**src/rtl/qrs_rpeak_detector_p.sv**
```systemverilog
// Streaming ECG R-peak detector: |first difference| -> moving-window integrator -> adaptive
// threshold with refractory FSM. Define QRS_THR_DECAY_EN to add idle-time threshold decay.
module qrs_rpeak_detector_p #(
  parameter int unsigned DATA_W   = 16,
  parameter int unsigned WIN_LOG2 = 3,
  parameter int unsigned INIT_THR = 32'h0200,
  parameter int unsigned THR_MIN  = 32'h0040,
  parameter int unsigned REFRACT  = 100,
  parameter int unsigned RR_W     = 16,
  parameter int unsigned RR_MAX   = 400
) (
  input  logic              clock_iht,
  input  logic              rst_n,
  input  logic [DATA_W-1:0] x,
  input  logic              x_valid,
  output logic              peak_valid,
  output logic [DATA_W-1:0] peak_amp,
  output logic [RR_W-1:0]   rr_interval,
  output logic [DATA_W:0]   thr,
  output logic [1:0]        yesnoaddr_R_peak
);
  localparam int unsigned NTap      = 1 << WIN_LOG2;
  localparam int unsigned SumW      = DATA_W + 1 + WIN_LOG2;
  localparam int unsigned CntW      = (REFRACT > 1) ? $clog2(REFRACT) : 1;
  localparam int unsigned RefractM1 = REFRACT - 1;
  localparam logic [CntW-1:0] RefractLoad = RefractM1[CntW-1:0];
  localparam logic [DATA_W:0] InitThr = INIT_THR[DATA_W:0];
  localparam logic [DATA_W:0] ThrMin  = THR_MIN[DATA_W:0];

  localparam logic [1:0] StIdle    = 2'b00;
  localparam logic [1:0] StCand    = 2'b01;
  localparam logic [1:0] StRefract = 2'b11;

  logic [DATA_W-1:0]            x_prev_q, x_prev_d;
  logic [DATA_W:0]              e_q, e_d;
  logic [NTap-1:0][DATA_W:0]    taps_q, taps_d;
  logic [SumW-1:0]              sum_q, sum_d;
  logic [1:0]                   state_q, state_d;
  logic [CntW-1:0]              cnt_q, cnt_d;
  logic [DATA_W-1:0]            amp_max_q, amp_max_d;
  logic [DATA_W:0]              m_max_q, m_max_d;
  logic [RR_W-1:0]              rr_q, rr_d;
  logic                         peak_valid_q, peak_valid_d;
  logic [DATA_W-1:0]            peak_amp_q, peak_amp_d;
  logic [RR_W-1:0]              rr_interval_q, rr_interval_d;
  logic [DATA_W:0]              thr_q, thr_d;

  logic [DATA_W:0]   diff, e_new, m, m_max_nxt, thr_raw, thr_pk;
  logic [DATA_W-1:0] amp_nxt;

`ifdef QRS_THR_DECAY_EN
  localparam int unsigned DcntW    = (RR_MAX > 1) ? $clog2(RR_MAX) : 1;
  localparam int unsigned RrMaxM1  = RR_MAX - 1;
  localparam logic [DcntW-1:0] DcntLast = RrMaxM1[DcntW-1:0];
  logic [DcntW-1:0] dcnt_q, dcnt_d;
  logic [DATA_W:0]  thr_half;
`endif

  // Sign-extended difference cannot overflow; negating the most negative value wraps onto
  // the correct unsigned magnitude.
  assign diff  = {x[DATA_W-1], x} - {x_prev_q[DATA_W-1], x_prev_q};
  assign e_new = diff[DATA_W] ? (~diff + 1'b1) : diff;
  assign m     = sum_q[SumW-1:WIN_LOG2];

  always_comb begin
    x_prev_d      = x_prev_q;
    e_d           = e_q;
    taps_d        = taps_q;
    sum_d         = sum_q;
    state_d       = state_q;
    cnt_d         = cnt_q;
    amp_max_d     = amp_max_q;
    m_max_d       = m_max_q;
    rr_d          = rr_q;
    peak_valid_d  = 1'b0;
    peak_amp_d    = peak_amp_q;
    rr_interval_d = rr_interval_q;
    thr_d         = thr_q;
    amp_nxt       = ($signed(x) > $signed(amp_max_q)) ? x : amp_max_q;
    m_max_nxt     = (m > m_max_q) ? m : m_max_q;
    thr_raw       = thr_q - (thr_q >> 2) + (m_max_nxt >> 3);
    thr_pk        = (thr_raw < ThrMin) ? ThrMin : thr_raw;
`ifdef QRS_THR_DECAY_EN
    dcnt_d        = dcnt_q;
    thr_half      = ((thr_q >> 1) < ThrMin) ? ThrMin : (thr_q >> 1);
`endif
    if (x_valid) begin
      x_prev_d  = x;
      e_d       = e_new;
      taps_d[0] = e_q;
      for (int i = 1; i < NTap; i++) taps_d[i] = taps_q[i-1];
      sum_d = sum_q + SumW'(e_q) - SumW'(taps_q[NTap-1]);
      if (rr_q != {RR_W{1'b1}}) rr_d = rr_q + 1'b1;

      unique case (state_q)
        StIdle: begin
          if (m > thr_q) begin
            state_d   = StCand;
            amp_max_d = x;
            m_max_d   = m;
`ifdef QRS_THR_DECAY_EN
            dcnt_d    = '0;
          end else if (dcnt_q == DcntLast) begin
            thr_d  = thr_half;
            dcnt_d = '0;
          end else begin
            dcnt_d = dcnt_q + 1'b1;
`endif
          end
        end
        StCand: begin
          amp_max_d = amp_nxt;
          m_max_d   = m_max_nxt;
          if (m <= thr_q) begin
            peak_valid_d  = 1'b1;
            peak_amp_d    = amp_nxt;
            rr_interval_d = rr_q;
            rr_d          = RR_W'(1);
            thr_d         = thr_pk;
            state_d       = StRefract;
            cnt_d         = RefractLoad;
`ifdef QRS_THR_DECAY_EN
            dcnt_d        = '0;
`endif
          end
        end
        StRefract: begin
          if (cnt_q == '0) state_d = StIdle;
          else cnt_d = cnt_q - 1'b1;
        end
        default: state_d = StIdle;
      endcase
    end
  end

  always_ff @(posedge clock_iht or negedge rst_n) begin
    if (!rst_n) begin
      x_prev_q      <= '0;
      e_q           <= '0;
      taps_q        <= '0;
      sum_q         <= '0;
      state_q       <= StIdle;
      cnt_q         <= '0;
      amp_max_q     <= '0;
      m_max_q       <= '0;
      rr_q          <= '0;
      peak_valid_q  <= 1'b0;
      peak_amp_q    <= '0;
      rr_interval_q <= '0;
      thr_q         <= InitThr;
`ifdef QRS_THR_DECAY_EN
      dcnt_q        <= '0;
`endif
    end else begin
      x_prev_q      <= x_prev_d;
      e_q           <= e_d;
      taps_q        <= taps_d;
      sum_q         <= sum_d;
      state_q       <= state_d;
      cnt_q         <= cnt_d;
      amp_max_q     <= amp_max_d;
      m_max_q       <= m_max_d;
      rr_q          <= rr_d;
      peak_valid_q  <= peak_valid_d;
      peak_amp_q    <= peak_amp_d;
      rr_interval_q <= rr_interval_d;
      thr_q         <= thr_d;
`ifdef QRS_THR_DECAY_EN
      dcnt_q        <= dcnt_d;
`endif
    end
  end

  assign peak_valid       = peak_valid_q;
  assign peak_amp         = peak_amp_q;
  assign rr_interval      = rr_interval_q;
  assign thr              = thr_q;
  assign yesnoaddr_R_peak = peak_valid_q ? 2'b10 : state_q;

endmodule

```
**config.mk**
```make
export PLATFORM = sky130hd
export DESIGN_NAME = qrs_rpeak_detector_p
export DESIGN_NICKNAME = d
export VERILOG_FILES = /design/src/rtl/qrs_rpeak_detector_p.sv
export SDC_FILE = /design/constraint.sdc
export NUM_CORES = 1
export LEC_CHECK = 0
export BUFFER_PORTS_ARGS = -buffer_cell sky130_fd_sc_hd__buf_2
export CORE_UTILIZATION = 67
export CTS_BUF_LIST = sky130_fd_sc_hd__clkbuf_8 sky130_fd_sc_hd__clkbuf_16
export CTS_CLUSTER_DIAMETER = 40
export CTS_CLUSTER_SIZE = 25
export DETAILED_ROUTE_END_ITERATION = 6
export GPL_TIMING_DRIVEN = 0
export PLACE_DENSITY = 0.95
export SYNTH_ARGS = -nofsm -noshare
export SYNTH_HDL_FRONTEND = slang
export SYNTH_SLANG_ARGS = --single-unit
```
**constraint.sdc**
```tcl
create_clock -name clock_iht -period 12.6 [get_ports clock_iht]
set_clock_uncertainty 0.2 [all_clocks]
set_input_delay 1.26 -clock clock_iht [delete_from_list [all_inputs] [get_ports clock_iht]]
set_output_delay 1.26 -clock clock_iht [all_outputs]
set_load 0.1 [all_outputs]
```
==> results.md, run 1 <==
- Status: completed
- Overall Global Routing Usage: 0.3656
- Ys Warns: 0
- Post-synthesis mux area share: 0.1292
- Vias per cell: 6.523
- Die width: 161.3 µm
- Number of synthesized flops with an enable pin: 0
- Largest fanout on the critical path: 10
- Synth top area cells: dfrtp_1 (44%), mux2_2 (10%), ha_1 (8.0%), inv_1 (4.1%), fa_1 (3.8%)
- Most frequent cell after synthesis: dfrtp_1
- Flop and latch count out of synthesis: 297
- Final Core Density: 0.7788
- RSZ-0062 raised after global routing: no
- Worst Setup End Kind: register
- Area growth syn-to-layout: 12.75%
- Fin. max-slew vios: 0
- Worst Tran Pin Value: 1.031 ns
- Fraction of layout cells with a size suffix above 1: 0.1801
- Syn Nets: 1808
- Routability cong.: 0.9489
- Nets: 1919
- Number of DRC markers in iteration 0: 1923
- Clock sinks: 297
- TritonCTS clock tree: yes
- Hold Path Class: reg2reg
- Largest net degree at the start of global routing: 125
- Final hold vios: 0
- Root buf cell: clkbuf_16
- Post-Syn Area per Cell: 10.31 µm²
- Netlist Area Pre-Place: 0.01700 mm²
- Xor and xnor area share after synthesis: 0.03033
- Clock Path Buffers: 3
- WL final: 45920 µm
- Register area: 0.007433 mm²
- Vias: 13780
- Initial antenna violation count: 0
- Post CTS Setup Buffer Count: 0
- Num ports: 71
- Setup violators final: 0
- Buffers on Ports: 70
- Arrival @ worst endpoint: 7.07 ns
- Clock-pin slew on the worst setup and hold paths: 0.06 ns
- Commonest cells post-synth: dfrtp_1 (296), inv_1 (187), mux2_2 (155), nand2_1 (124), ha_1 (108)
- Number of max-cap violations: 0
- H-Tree Level Count: 2
- Drt pass-1 iters: 6
- Dpl hpwl: 30430 µm
- Worst-skew pair later-pin latency: 0.54 ns
- Ys flop type: dfrtp_1
- Synth Area in Compound Gates: 0.1228
- Area of the multi-input gates: 0.008616 mm²
- Synth Instances: 1649
- Starting Density: 0.6907
- Synth top area share: 0.4358
- Die height: 161.3 µm
- Tcrit/Tclk final: 0.5464
- Synth Area in Simple Gates: 0.1074
- Sequential fraction of the synthesis area: 0.4374
- Critical path launch point type: register
- Yosys cell types: 78
- Worst EP required: 12.78 ns
- Asr flop ratio synth: 1.000
- Fillers: 1307
- Area leader, netlist: dfrtp_1
- Post-route minimum period: 6.885 ns
- Critical path class: reg2reg
- Core Area: 0.02460 mm²
- Fin Setup TNS: 0 ns
- Die area: 0.02601 mm²
- Slew Limit Headroom: 0.3126
- Rows: 57
- Largest family of logic cells by synthesized area: multiplexers
- Routed len/inst: 21.73 µm
- Vias in the first global route: 14280
- Number of routed nets with antenna violations: 0
- Clock buffer count from CTS: 37
- GRT overflow: 0
- FMAX: 145.3 MHz
- # DRC: 0
- # hold bufs at CTS: 0
- # resized after CTS: 0
- Adder and majority cell fraction of the synthesized area: 0.1172
- First-pass GRT wire length: 74630 µm
[registers in the layout, summed over array words and instances, names as in the netlist]
name,count
sum_q,20
rr_q,16
peak_valid,1
state_q,2
peak_amp,16
taps_q,136
m_max_q,17
thr,17
amp_max_q,16
x_prev_q,16
rr_interval,16
cnt_q,7
e_q,17
[final timing paths]
kind | to | cells past startpoint | from | slack [ns]
max in group asynchronous | rr_q[6] | 3 | rst_n | 10.27
hold / removal | rr_interval[10] | 2 | rr_interval[10] | 0.27
setup reg to reg | thr[2] | 24 | sum_q[9] | 5.72
min in group asynchronous | x_prev_q[5] | 1 | rst_n | 0.54
hold reg to reg | rr_interval[10] | 2 | rr_interval[10] | 0.27
setup / recovery | thr[2] | 24 | sum_q[9] | 5.72
[metrics by stage]
stage | cells | hold slack (ns) | instance area (µm²) | worst slack, ns
after floorplan | 1649 | 0.2732 | 17000 | 7.218
after global placement | 2043 | 0.2586 | 17750 | 4.853
after detailed placement | 2045 | 0.2574 | 17820 | 6.053
after CTS | 2112 | 0.2763 | 19160 | 5.908
after global routing | 2112 | 0.3125 | 19160 | 5.429
final | 2113 | 0.2726 | 19160 | 5.715
[layer usage]
metal	GRT usage	vias to the layer above	wire, µm
met5	0	-	0
met4	0.2200	0	2891
met3	0.07884	288	4159
met2	0.5962	882	22030
met1	0.4482	6679	16830
li1	-	5934	-
[critical path, cell delays in order (launching register included)]
cell       delay (ns)
dfrtp_1          0.44
ha_1             0.34
a21o_1           0.19
a21oi_1          0.15
nor2b_1          0.07
a2111oi_0        0.62
o211ai_1         0.20
or2_1            0.26
clkbuf_1         0.20
nand2_1          0.28
buf_2            0.36
mux2i_1          0.16
fa_1             0.50
inv_1            0.05
ha_1             0.30
clkbuf_1         0.38
and4_1           0.27
clkbuf_1         0.24
nand2_1          0.11
a211o_1          0.30
o311ai_0         0.13
nand4_1          0.15
nor4_1           0.27
o2111a_1         0.46
a211oi_1         0.10
[layout make-up]
class	count	share of cell area
inverter	188	0.03683
clock buffer	40	0.05165
buffer	60	0.01254
antenna	1	0.0001306
tap	324	0.02116
timing repair buffer	72	0.02168
multi-input combinational	1104	0.4496
sequential	297	0.3879
clock inverter	27	0.01848
[logic make-up after synthesis]
family / count (synthesis)
flops: 297
compound gates: 324
simple gates: 382
xor+xnor: 58
mux: 200
fa+ha+maj: 140
buf+inv: 248
[layout by cell type (no fill, tap or decap), types with 53 or more instances in the layout]
cell	synthesis	layout
a21oi_1	72	72
inv_1	187	189
clkbuf_1	53	53
buf_2	3	72
mux2_2	155	155
o21ai_0	84	84
nor2_1	93	93
nand2_1	124	124
dfrtp_1	296	296
ha_1	108	108
Power of run 1 is not shown: default switching activity piles up to over one toggle a cycle in this logic, so the estimate is an artifact.
==> run 2, diff against run 1 <==
CORE_UTILIZATION = 63   (was 67)
PLACE_DENSITY = 0.91   (was 0.95)
clock period = 6.9 ns   (was 12.6 ns; I/O delays follow)
==> run 2 against run 1 <==
Net effect:
- the flow now finishes with violations (DRC, hold timing)
- via count is 3.5% lower
- non-clock buffer count stayed put
- critical path type unchanged
- worst setup slack worse by 5.4 ns
- critical path depth is 2 lower
==> results.md, run 2 (synthesis results as in run 1) <==
- Largest Register: taps_q
- Worst-skew pair later-pin latency: 0.53 ns (about the same)
- Largest net degree at the start of global routing: 122 (-2.4%)
- Vias: 13310 (-3.5%)
- Vias in the first global route: 13730 (-3.8%)
- Hold Path Class: in2async
- Violated checks: DRC, hold timing
- # DRC: 6 (+6)
- Post-route minimum period: 6.582 ns (-0.3024 ns)
- Status: finished with violations
- Slew Limit Headroom: 0.3978 (+0.08513)
- Worst Tran Pin Value: 0.9034 ns (-0.1277 ns)
- Clock Path Buffers: 3 (unchanged)
- Routability cong.: 0.9010 (-5.0%)
- Crit-path most repeated cell: a21oi_1
- GRT overflow: 0 (unchanged)
- Drt pass-1 iters: 7 (+1)
- Most common cell after layout, fill and taps aside: dfrtp_1
- Routed len/inst: 19.80 µm (-8.9%)
- Setup violators final: 0 (unchanged)
- Critical path launch point type: register
- Die width: 166.2 µm (+3.1%)
- # hold bufs at CTS: 0 (unchanged)
- # resized after CTS: 0 (unchanged)
- Clock buffer count from CTS: 40 (+8.1%)
- Initial antenna violation count: 0 (unchanged)
- RSZ-0062 raised after global routing: no
- Post CTS Setup Buffer Count: 0 (unchanged)
- Number of max-cap violations: 0 (unchanged)
- FMAX: 151.9 MHz (+4.6%)
- Starting Density: 0.6467 (-0.04403)
- First-pass GRT wire length: 69250 µm (-7.2%)
- Arrival @ worst endpoint: 6.77 ns (-0.30 ns)
- Root buf cell: clkbuf_16
- Worst path slowest cell: o311ai_0
- CP Cell Sequence: ha_1 -> a21o_1 -> a21oi_1 -> nor2b_1 -> a2111oi_0 -> o211ai_1 -> or2_1 -> clkbuf_1 -> nand2_1 -> buf_2 -> mux2i_1 -> fa_1 -> inv_1 -> ha_1 -> a21oi_1 -> a2bb2oi_1 -> a21oi_1 -> o311ai_0 -> nand4_1 -> nor4_1 -> o2111a_1 -> a211oi_1
- Clock-pin slew on the worst setup and hold paths: 0.06 ns (about the same)
- WL final: 42160 µm (-8.2%)
- Number of DRC markers in iteration 0: 1198 (-38%)
- Fraction of layout cells with a size suffix above 1: 0.1824 (+0.002286)
- TritonCTS clock tree: yes
- Die height: 166.2 µm (+3.1%)
- Worst EP required: 7.09 ns (-5.69 ns)
- Fin. max-slew vios: 0 (unchanged)
- Vias per cell: 6.250 (-4.2%)
- Die area: 0.02764 mm² (+6.3%)
- Hold WS: -0.04407 ns (-0.3167 ns)
- Buffers on Ports: 70 (unchanged)
- CP peak stage delay: 0.53 ns (-0.09 ns)
- Clock sinks: 297 (unchanged)
- Nets: 1922 (+0.16%)
- Final hold vios: 20 (+20)
- Most frequent cells in the layout: dfrtp_1 (296), inv_1 (189), mux2_2 (155), nand2_1 (124), ha_1 (108)
- Worst Setup End Kind: register
- Overall Global Routing Usage: 0.3112 (-0.05440)
- Number of routed nets with antenna violations: 0 (unchanged)
- Delay-heaviest family, CP: compound AO/OA/AOI/OAI gates
- Tcrit/Tclk final: 0.9539 (+0.4075)
- Dpl hpwl: 30160 µm (-0.89%)
- Fin Setup TNS: 0 ns (unchanged)
- CP bufs+invs: 3 (-2)
- H-Tree Level Count: 2 (unchanged)
- Critical path class: reg2reg
- Largest fanout on the critical path: 10 (unchanged)
- Fillers: 1687 (+29%)
- Area growth syn-to-layout: 13.07%
- Rows: 59 (+3.5%)
- Max reg flops: 136 (unchanged)
- Core Area: 0.02628 mm² (+6.8%)
- Num ports: 71 (unchanged)
- Biggest regs: taps_q (136), sum_q (20)
==> run 2: final timing paths <==
path	startpoint	endpoint	slack [ns]	depth (start not counted)
worst max-delay path	sum_q[9]	thr[2]	0.32	22
worst min-delay path	rst_n	x_prev_q[4]	-0.04	1
worst max register to register	sum_q[9]	thr[2]	0.32	22
worst min register to register	rr_interval[10]	rr_interval[10]	0.27	2
max in group asynchronous	rst_n	rr_q[9]	5.46	2
min in group clock_iht	rr_interval[10]	rr_interval[10]	0.27	2
==> run 2: layer usage <==
| layer | vias up | wire, µm | GRT usage |
|---|---|---|---|
| li1 | 5955 | - | - |
| met1 | 6572 | 16690 | 0.3875 |
| met2 | 614 | 20430 | 0.5232 |
| met3 | 165 | 3115 | 0.05934 |
| met4 | 0 | 1931 | 0.1522 |
| met5 | - | 0 | 0 |
==> run 2: worst reg2reg max path, stage by stage, from the launching register on <==
cell and delay [ns]:
dfrtp_1 0.43, ha_1 0.33, a21o_1 0.18, a21oi_1 0.13
nor2b_1 0.05, a2111oi_0 0.41, o211ai_1 0.15, or2_1 0.22
clkbuf_1 0.18, nand2_1 0.28, buf_2 0.36, mux2i_1 0.35
fa_1 0.49, inv_1 0.12, ha_1 0.25, a21oi_1 0.21
a2bb2oi_1 0.39, a21oi_1 0.25, o311ai_0 0.53, nand4_1 0.16
nor4_1 0.20, o2111a_1 0.44, a211oi_1 0.12
==> run 2: area by class of cell <==
cell class	instances	area (µm²)	area share
antenna	1	2.502	0.0001302
clock inverter	27	291.5	0.01517
multi-input combinational	1104	8616	0.4484
timing repair buffer	72	415.4	0.02162
clock buffer	45	1092	0.05684
sequential	297	7433	0.3868
tap	335	419.2	0.02181
buffer	60	240.2	0.01250
inverter	188	705.7	0.03672
==> run 2: stage by stage <==
step	cell area, µm²	hold slack, ns	std cells	setup WS [ns]	util
CTS	19210	0.002837	2128	0.4925	0.7311
finish	19220	-0.04407	2129	0.3178	0.7312
floorplan	17000	0.1944	1649	1.518	-
detailed placement	17830	0.2566	2056	0.5165	0.6784
global placement	17760	0.2558	2054	-0.3462	0.6760
global route	19210	0.03518	2128	0.05577	0.7311
Power of run 2 is left out for the same reason.
